File: config.mk
export PLATFORM = sky130hd
export DESIGN_NAME = mod_enc_row2col
export DESIGN_NICKNAME = d
export VERILOG_FILES = /design/src/rtl/aes_enc_pkg.sv /design/src/rtl/mod_enc_colbank.sv /design/src/rtl/mod_enc_row2col.sv
export SDC_FILE = /design/constraint.sdc
export NUM_CORES = 1
export LEC_CHECK = 0
export CORE_MARGIN = 3
export CORE_UTILIZATION = 45
export CTS_CLUSTER_DIAMETER = 100
export CTS_CLUSTER_SIZE = 14
export DETAILED_ROUTE_END_ITERATION = 16
export GPL_ROUTABILITY_DRIVEN = 0
export PLACE_DENSITY = 0.66
export SLEW_MARGIN = 10
export SYNTH_ARGS = -nofsm -noshare
export SYNTH_HDL_FRONTEND = slang
export SYNTH_SLANG_ARGS = --single-unit
File: constraint.sdc
create_clock -name clk -period 2.4 [get_ports clk]
set_clock_uncertainty 0.15 [all_clocks]
set_input_delay 0.24 -clock clk [delete_from_list [all_inputs] [get_ports clk]]
set_output_delay 0.24 -clock clk [all_outputs]
set_load 0.01 [all_outputs]
File: src/rtl/aes_enc_pkg.sv
// Shared types for the AES encryption datapath: byte/row/column types and the row-to-column FSM states.
// Bank count follows ROW2COL_PINGPONG_EN (two banks when defined, one otherwise).
package aes_enc_pkg;

  localparam int unsigned N = 4;

  typedef logic [7:0]        byte_t;
  typedef byte_t [N-1:0]     row_t;
  typedef byte_t [N-1:0]     col_t;

  typedef enum logic {FILL, DRAIN} row2col_state_e;

`ifdef ROW2COL_PINGPONG_EN
  localparam int unsigned NBANK = 2;
`else
  localparam int unsigned NBANK = 1;
`endif

endpackage

File: src/rtl/mod_enc_colbank.sv
// One 4x4 byte state bank: row-wise write port, column-wise read port, async clear.
module mod_enc_colbank
  import aes_enc_pkg::*;
(
  input  logic       clk,
  input  logic       resetn,
  input  logic       we,
  input  logic [1:0] wr_idx,
  input  row_t       wr_row,
  input  logic [1:0] rd_idx,
  output col_t       rd_col
);

  row_t [N-1:0] mat;

  always_ff @(posedge clk or negedge resetn) begin
    if (!resetn) begin
      mat <= '0;
    end else if (we) begin
      mat[wr_idx] <= wr_row;
    end
  end

  always_comb begin
    rd_col = '0;
    for (int unsigned r = 0; r < N; r++) begin
      rd_col[r] = mat[r][rd_idx];
    end
  end

endmodule

File: src/rtl/mod_enc_row2col.sv
// ShiftRows -> MixColumns adapter: collects four rows, emits the state column by column.
// ROW2COL_PINGPONG_EN selects two banks so one block fills while the previous one drains.
module mod_enc_row2col #(
  parameter int unsigned N = 4
) (
  input  logic              clk,
  input  logic              resetn,
  input  logic              in_valid,
  input  logic [N-1:0][7:0] in_row,
  output logic              in_ready,
  output logic              out_valid,
  input  logic              out_ready,
  output logic [N-1:0][7:0] out_col,
  output logic [1:0]        out_col_idx,
  output logic              blk_done,
  output logic              ovf
);

  import aes_enc_pkg::row_t;
  import aes_enc_pkg::col_t;
  import aes_enc_pkg::row2col_state_e;
  import aes_enc_pkg::FILL;
  import aes_enc_pkg::DRAIN;
  import aes_enc_pkg::NBANK;

  localparam logic PP = (NBANK == 2);

  row2col_state_e state, state_nxt;
  logic [1:0] wr_row, col;
  logic [1:0] full, full_nxt;
  logic       wr_bank, wr_bank_nxt, rd_bank, rd_bank_nxt;
  logic       acc, xfer, last;
  logic [1:0] bank_we;
  col_t       rd_col [2];

  // Bank occupancy drives both directions; FILL/DRAIN mirrors whether the read bank holds a block.
  always_comb begin
    in_ready    = !full[wr_bank];
    out_valid   = (state == DRAIN);
    acc         = in_valid && in_ready;
    xfer        = out_valid && out_ready;
    last        = xfer && (col == 2'd3);
    full_nxt    = full;
    wr_bank_nxt = wr_bank;
    rd_bank_nxt = rd_bank;
    if (last) begin
      full_nxt[rd_bank] = 1'b0;
      rd_bank_nxt       = rd_bank ^ PP;
    end
    if (acc && (wr_row == 2'd3)) begin
      full_nxt[wr_bank] = 1'b1;
      wr_bank_nxt       = wr_bank ^ PP;
    end
    state_nxt = full_nxt[rd_bank_nxt] ? DRAIN : FILL;
    bank_we   = '0;
    bank_we[wr_bank] = acc;
  end

  always_ff @(posedge clk or negedge resetn) begin
    if (!resetn) begin
      state    <= FILL;
      full     <= '0;
      wr_bank  <= 1'b0;
      rd_bank  <= 1'b0;
      wr_row   <= '0;
      col      <= '0;
      blk_done <= 1'b0;
      ovf      <= 1'b0;
    end else begin
      state    <= state_nxt;
      full     <= full_nxt;
      wr_bank  <= wr_bank_nxt;
      rd_bank  <= rd_bank_nxt;
      blk_done <= last;
      if (acc)  wr_row <= wr_row + 2'd1;
      if (xfer) col    <= col + 2'd1;
      if (in_valid && !in_ready) ovf <= 1'b1;
    end
  end

  mod_enc_colbank u_bank0 (
    .clk    (clk),
    .resetn (resetn),
    .we     (bank_we[0]),
    .wr_idx (wr_row),
    .wr_row (row_t'(in_row)),
    .rd_idx (col),
    .rd_col (rd_col[0])
  );

`ifdef ROW2COL_PINGPONG_EN
  mod_enc_colbank u_bank1 (
    .clk    (clk),
    .resetn (resetn),
    .we     (bank_we[1]),
    .wr_idx (wr_row),
    .wr_row (row_t'(in_row)),
    .rd_idx (col),
    .rd_col (rd_col[1])
  );
`else
  assign rd_col[1] = '0;
`endif

  assign out_col     = rd_col[rd_bank];
  assign out_col_idx = col;

endmodule

* Word-level counts from Yosys, hierarchy flattened
Index checks and enable logic that the tools add are counted.
** Cells by class
- Divide/modulo/power cells :: 0
- Equal/unequal tests :: 2
- Add/sub/neg operators :: 2
- Reductions and logical operators :: 7
- Bitwise gates (word level) :: 0
- Order comparisons :: 3
- Shift-type cells :: 0
- Muxes and demuxes :: 14
- Multiply operators :: 0
** Operators with widths (count)
- bitwise mux 128 bit :: 1
- binary-select mux 8 bit (select 2 bit) :: 4
- demux 32 bit (select 2 bit) :: 1
- 2-to-1 mux 32 bit :: 1
- 2-to-1 mux 8 bit :: 4
- logical AND 1 bit :: 6
- less-than comparator 2 x 3 -> 1 bit, second input constant :: 2
- adder 2 x 1 -> 2 bit, second input constant :: 2
- == test 2 bit, second input constant :: 2
- 2-to-1 mux 1 bit :: 3
- >= comparator 2 x 1 -> 1 bit, second input constant :: 1
- logical NOT 1 bit :: 1
** Storage, ports and cells
- Logic and storage cells :: 50
- Output and inout port bits :: 38
- Bits in writable memories :: 0
- Bits in latches :: 0
- Memories :: 0
- Input bits :: 36
- ROM bits :: 0
- Register bits after elaboration :: 137

* Longest topological paths before layout
- Word-level depth :: 5
- Depth in mapped cells :: 5
- Depth with buffers taken out :: 4

* By module
From an unflattened synthesis, not the netlist that was laid out.
** Second synthesis, totals
- Cell total of the unflattened synthesis :: 331
- Area total of the unflattened synthesis :: 5794.3 µm²
** Modules (own cells, without submodules)
- mod_enc_colbank :: cells an instance 311, area an instance 5504.0 µm², seq. area each 3203.1 µm², times used 1
- mod_enc_row2col :: cells an instance 20, area an instance 290.3 µm², seq. area each 175.2 µm², times used 1

* Worst setup path after synthesis
No wires, ideal clock.
- Path type :: register -> output
- Start :: register col[0], in the netlist out_col_idx[0]
- End :: output port out_col[10] (netlist bit)
- Required time :: 2.010 ns
- Arrival time :: 1.267 ns
- Stages on the path, launching flop included :: 4
- Path slack :: 0.743 ns
- Path buffers :: 2
- Cell sequence :: dfrtp_1 > buf_6 > buf_6 > mux4_2
** RTL lines
- start, declared :: RTL line mod_enc_row2col.sv:29 : logic [1:0] wr_row, col;
- start signal, assigned :: RTL line mod_enc_row2col.sv:76 : if (xfer) col <= col + 2'd1;
- end, declared :: RTL line mod_enc_row2col.sv:13 : output logic [N-1:0][7:0] out_col,

==> metrics.md <==
| Metric | Value |
|---|---|
| Clk root buf | `clkbuf_16` |
| Count of final hold-check violations | `0` |
| Vias in the first global route | `3,690` |
| WL per Instance | `20.7 um` |
| Static Leak | `3.73 nW` |
| Arr. time, crit path | `1.93 ns` |
| HP Class | `in2async` |
| Cell row count | `42` |
| Syn-to-layout area delta | `23.5%` |
| Tot GR Track Use | `0.177` |
| Placed cell area | `0.00722 sq mm` |
| Max incr delay on CP | `0.50 ns` |
| Post-Layout Inst Area | `0.00779 sq mm` |
| Hold slack | `0.205 ns` |
| H-tree depth reported by CTS | `4` |
| # diodes | `0` |
| Mapped Cells | `338` |
| Sw Share | `0.291` |
| Synth unique cells | `18` |
| Pre-CTS setup slack | `0.295 ns` |
| Max-Slew Margin vs Limit | `0.641` |
| Max Slew Vio Count | `0` |
| Slowest stage cell on the critical path | `mux4_2` |
| Layout cells sized above 1 | `0.477` |
| Status | `completed` |
| DRC | `0` |
| CTS tree | `done` |
| Unrepaired setup endpoints after global routing | `false` |
| Clk pwr share | `0.197` |
| Period minus WS final | `2.32 ns` |
| FF+latch count, synth | `135` |
| Int Pwr | `8.20 mW` |
| Peak supply drop | `0.655 mV` |
| R2r setup slk | `0.67 ns` |
| Register area share after synthesis | `0.535` |
| Final WL | `12.6 mm` |
| Net count after synthesis | `379` |
| Cells along the critical path | `buf_12 -> buf_16 -> mux4_2 -> dlygate4sd2_1` |
| Worst r2r src | `wr_row[0]$_DFFE_PN0P_` |
| First-pass GRT wire length | `21.2 mm` |
| 1st-pass router iterations | `4` |
| Crit end category | `primary output` |
| FF-to-FF End | `u_bank0.mat[92]$_DFFE_PN0P_` |
| Routed vias/inst | `5.28` |
| Clock buffer depth | `2` |
| Pwr dens | `1480 mW/mm^2` |
| Actual slew at the worst max-slew pin | `0.539 ns` |
| Setup violators final | `0` |
| Syn avg cell area | `18.7 sq um` |
| Flop pwr share | `0.355` |
| Clock Pin Slew Worst Setup and Hold Paths | `0.06 ns` |
| Die extent in x | `124 um` |
| Remaining Overflow, GRT | `0` |
| Fmax | `431 MHz` |
| Detailed-route via count | `3,218` |
| Die area | `0.0155 sq mm` |
| Crit path required time | `2.01 ns` |
| Comb power frac | `0.449` |
| Synth warn | `0` |
| Initial DRC count | `152` |
| NetSw | `3.36 mW` |
| Post-route ant nets | `0` |
| Reg2Reg Depth | `5` |
| Port bufs | `73` |
| Final worst slack | `0.0792 ns` |
| Mapped cell area | `0.00631 sq mm` |
| Starting density of the core | `0.469` |
| Core area | `0.0135 sq mm` |
| Largest net degree at the start of global routing | `57` |
| Period utilization | `0.967` |
| TritonCTS Buffers | `17` |
| Clock sink count | `135` |
| Initial antenna violation count | `0` |
| Worst-skew pair later-pin latency | `0.41 ns` |
| Die Ht | `124 um` |
| Top-Level Pins | `74` |
| Dpl hpwl | `7.71 mm` |
| # Max-Cap Violations | `0` |
| Worst setup path class | `reg2out` |
| Crit path max fanout | `7` |
| Crit path launch type | `flip-flop` |
| Final net count | `465` |
## cells in the final DEF, fill, tap and decap left out, types with 2 or more instances in the layout
cell,instances
clkbuf_8,3
ha_1,5
dfrtp_1,134
mux2_4,89
clkinv_2,5
clkbuf_16,17
dlygate4sd2_1,29
clkbuf_1,4
buf_16,2
nand3b_4,4
buf_12,8
buf_4,4
clkdlybuf4s50_1,40
xnor2_1,2
mux2_2,41
mux4_2,32
dlymetal6s2s_1,3
inv_1,3
## critical path, delay by kind of cell (launching register included)
kind | cells | cell delay, ns
flops | 1 | 0.43
mux | 1 | 0.50
buf+inv | 3 | 0.59
## repair_timing
item                                    in CTS  in global routing
resized for setup                           32                  4
gates cloned                                 2                  0
endpoints found under the hold margin       38                  0
pin swaps                                    0                  0
endpoints found under the setup margin      32                  3
hold buffers                                 1                  0
setup buffers                                1                  0
## per-layer routing
metal,vias to the layer above,track usage,wire length [um]
li1,1426,-,-
met1,1714,0.249,6140
met2,66,0.263,5800
met3,12,0.0605,571
met4,0,0.0503,128
met5,-,0,0
## registers in the layout (all words and copies together), names as in the netlist
register and flops:
blk_done 1, full 1, out_col_idx 2, ovf 1, u_bank0.mat 128, wr_row 2
## per-stage QoR
stage          instances  total power, mW  setup TNS [ns]   util
2_1_floorplan        338             7.63               0      -
6_report             610             11.6               0  0.579
3_5_place_dp         577             9.56               0  0.537
4_1_cts              610             11.7          -0.117  0.578
5_1_grt              610             12.3               0  0.579
3_3_place_gp         577             9.44               0  0.537
## worst max path at each step
stage / endpoint / start / cells after the start
finish: out_col[17] / out_col_idx[0]$_DFFE_PN0P_ / 4
global route: out_col[31] / out_col_idx[0]$_DFFE_PN0P_ / 4
CTS: out_col[21] / out_col_idx[0]$_DFFE_PN0P_ / 3
detailed placement: out_col[28] / out_col_idx[0]$_DFFE_PN0P_ / 3
global placement: out_col[12] / out_col_idx[0]$_DFFE_PN0P_ / 3
floorplan: out_col[10] / out_col_idx[0]$_DFFE_PN0P_ / 3
## cells in the mapped netlist (all sizes together)
cell,instances,area share
mux2,130,0.28
nand2b,1,0.00099
and2,1,0.00099
dfrtp,135,0.54
nand2,1,0.00059
o21ai,1,0.00079
buf,20,0.032
and3,1,0.00099
clkbuf,1,0.00059
nand3b,4,0.013
a21o,1,0.0012
ha,5,0.0099
mux4,32,0.11
xnor2,2,0.0028
inv,3,0.0018
## cell type report
| class | instances | area (sq um) |
|---|---|---|
| inverter | 3 | 11.3 |
| tap | 176 | 220 |
| clock buffer | 24 | 482 |
| clock inverter | 5 | 25.0 |
| fill | 1057 | 5660 |
| timing repair buffer | 88 | 962 |
| multi-input combinational | 179 | 2710 |
| sequential | 135 | 3380 |
## power by group through the flow
stage                     registers [mW]  logic, mW  clock network, mW
final                               4.10       5.19               2.28
after global routing                4.26       5.57               2.43
after CTS                           4.10       5.30               2.33
after detailed placement            4.10       5.46                  0
after global placement              4.07       5.37                  0
after floorplan                     3.88       3.76                  0
## kinds of logic after synthesis
logic type,share of synthesized area
AOI/OAI and AO/OA,0.00198
xor gates and xnor gates,0.00278
adders and majority gates,0.00991
buffers and inverters,0.0345
DFF,0.535
muxes,0.399
and+or+nand+nor,0.0163
Power figures use the tool's default switching activity.
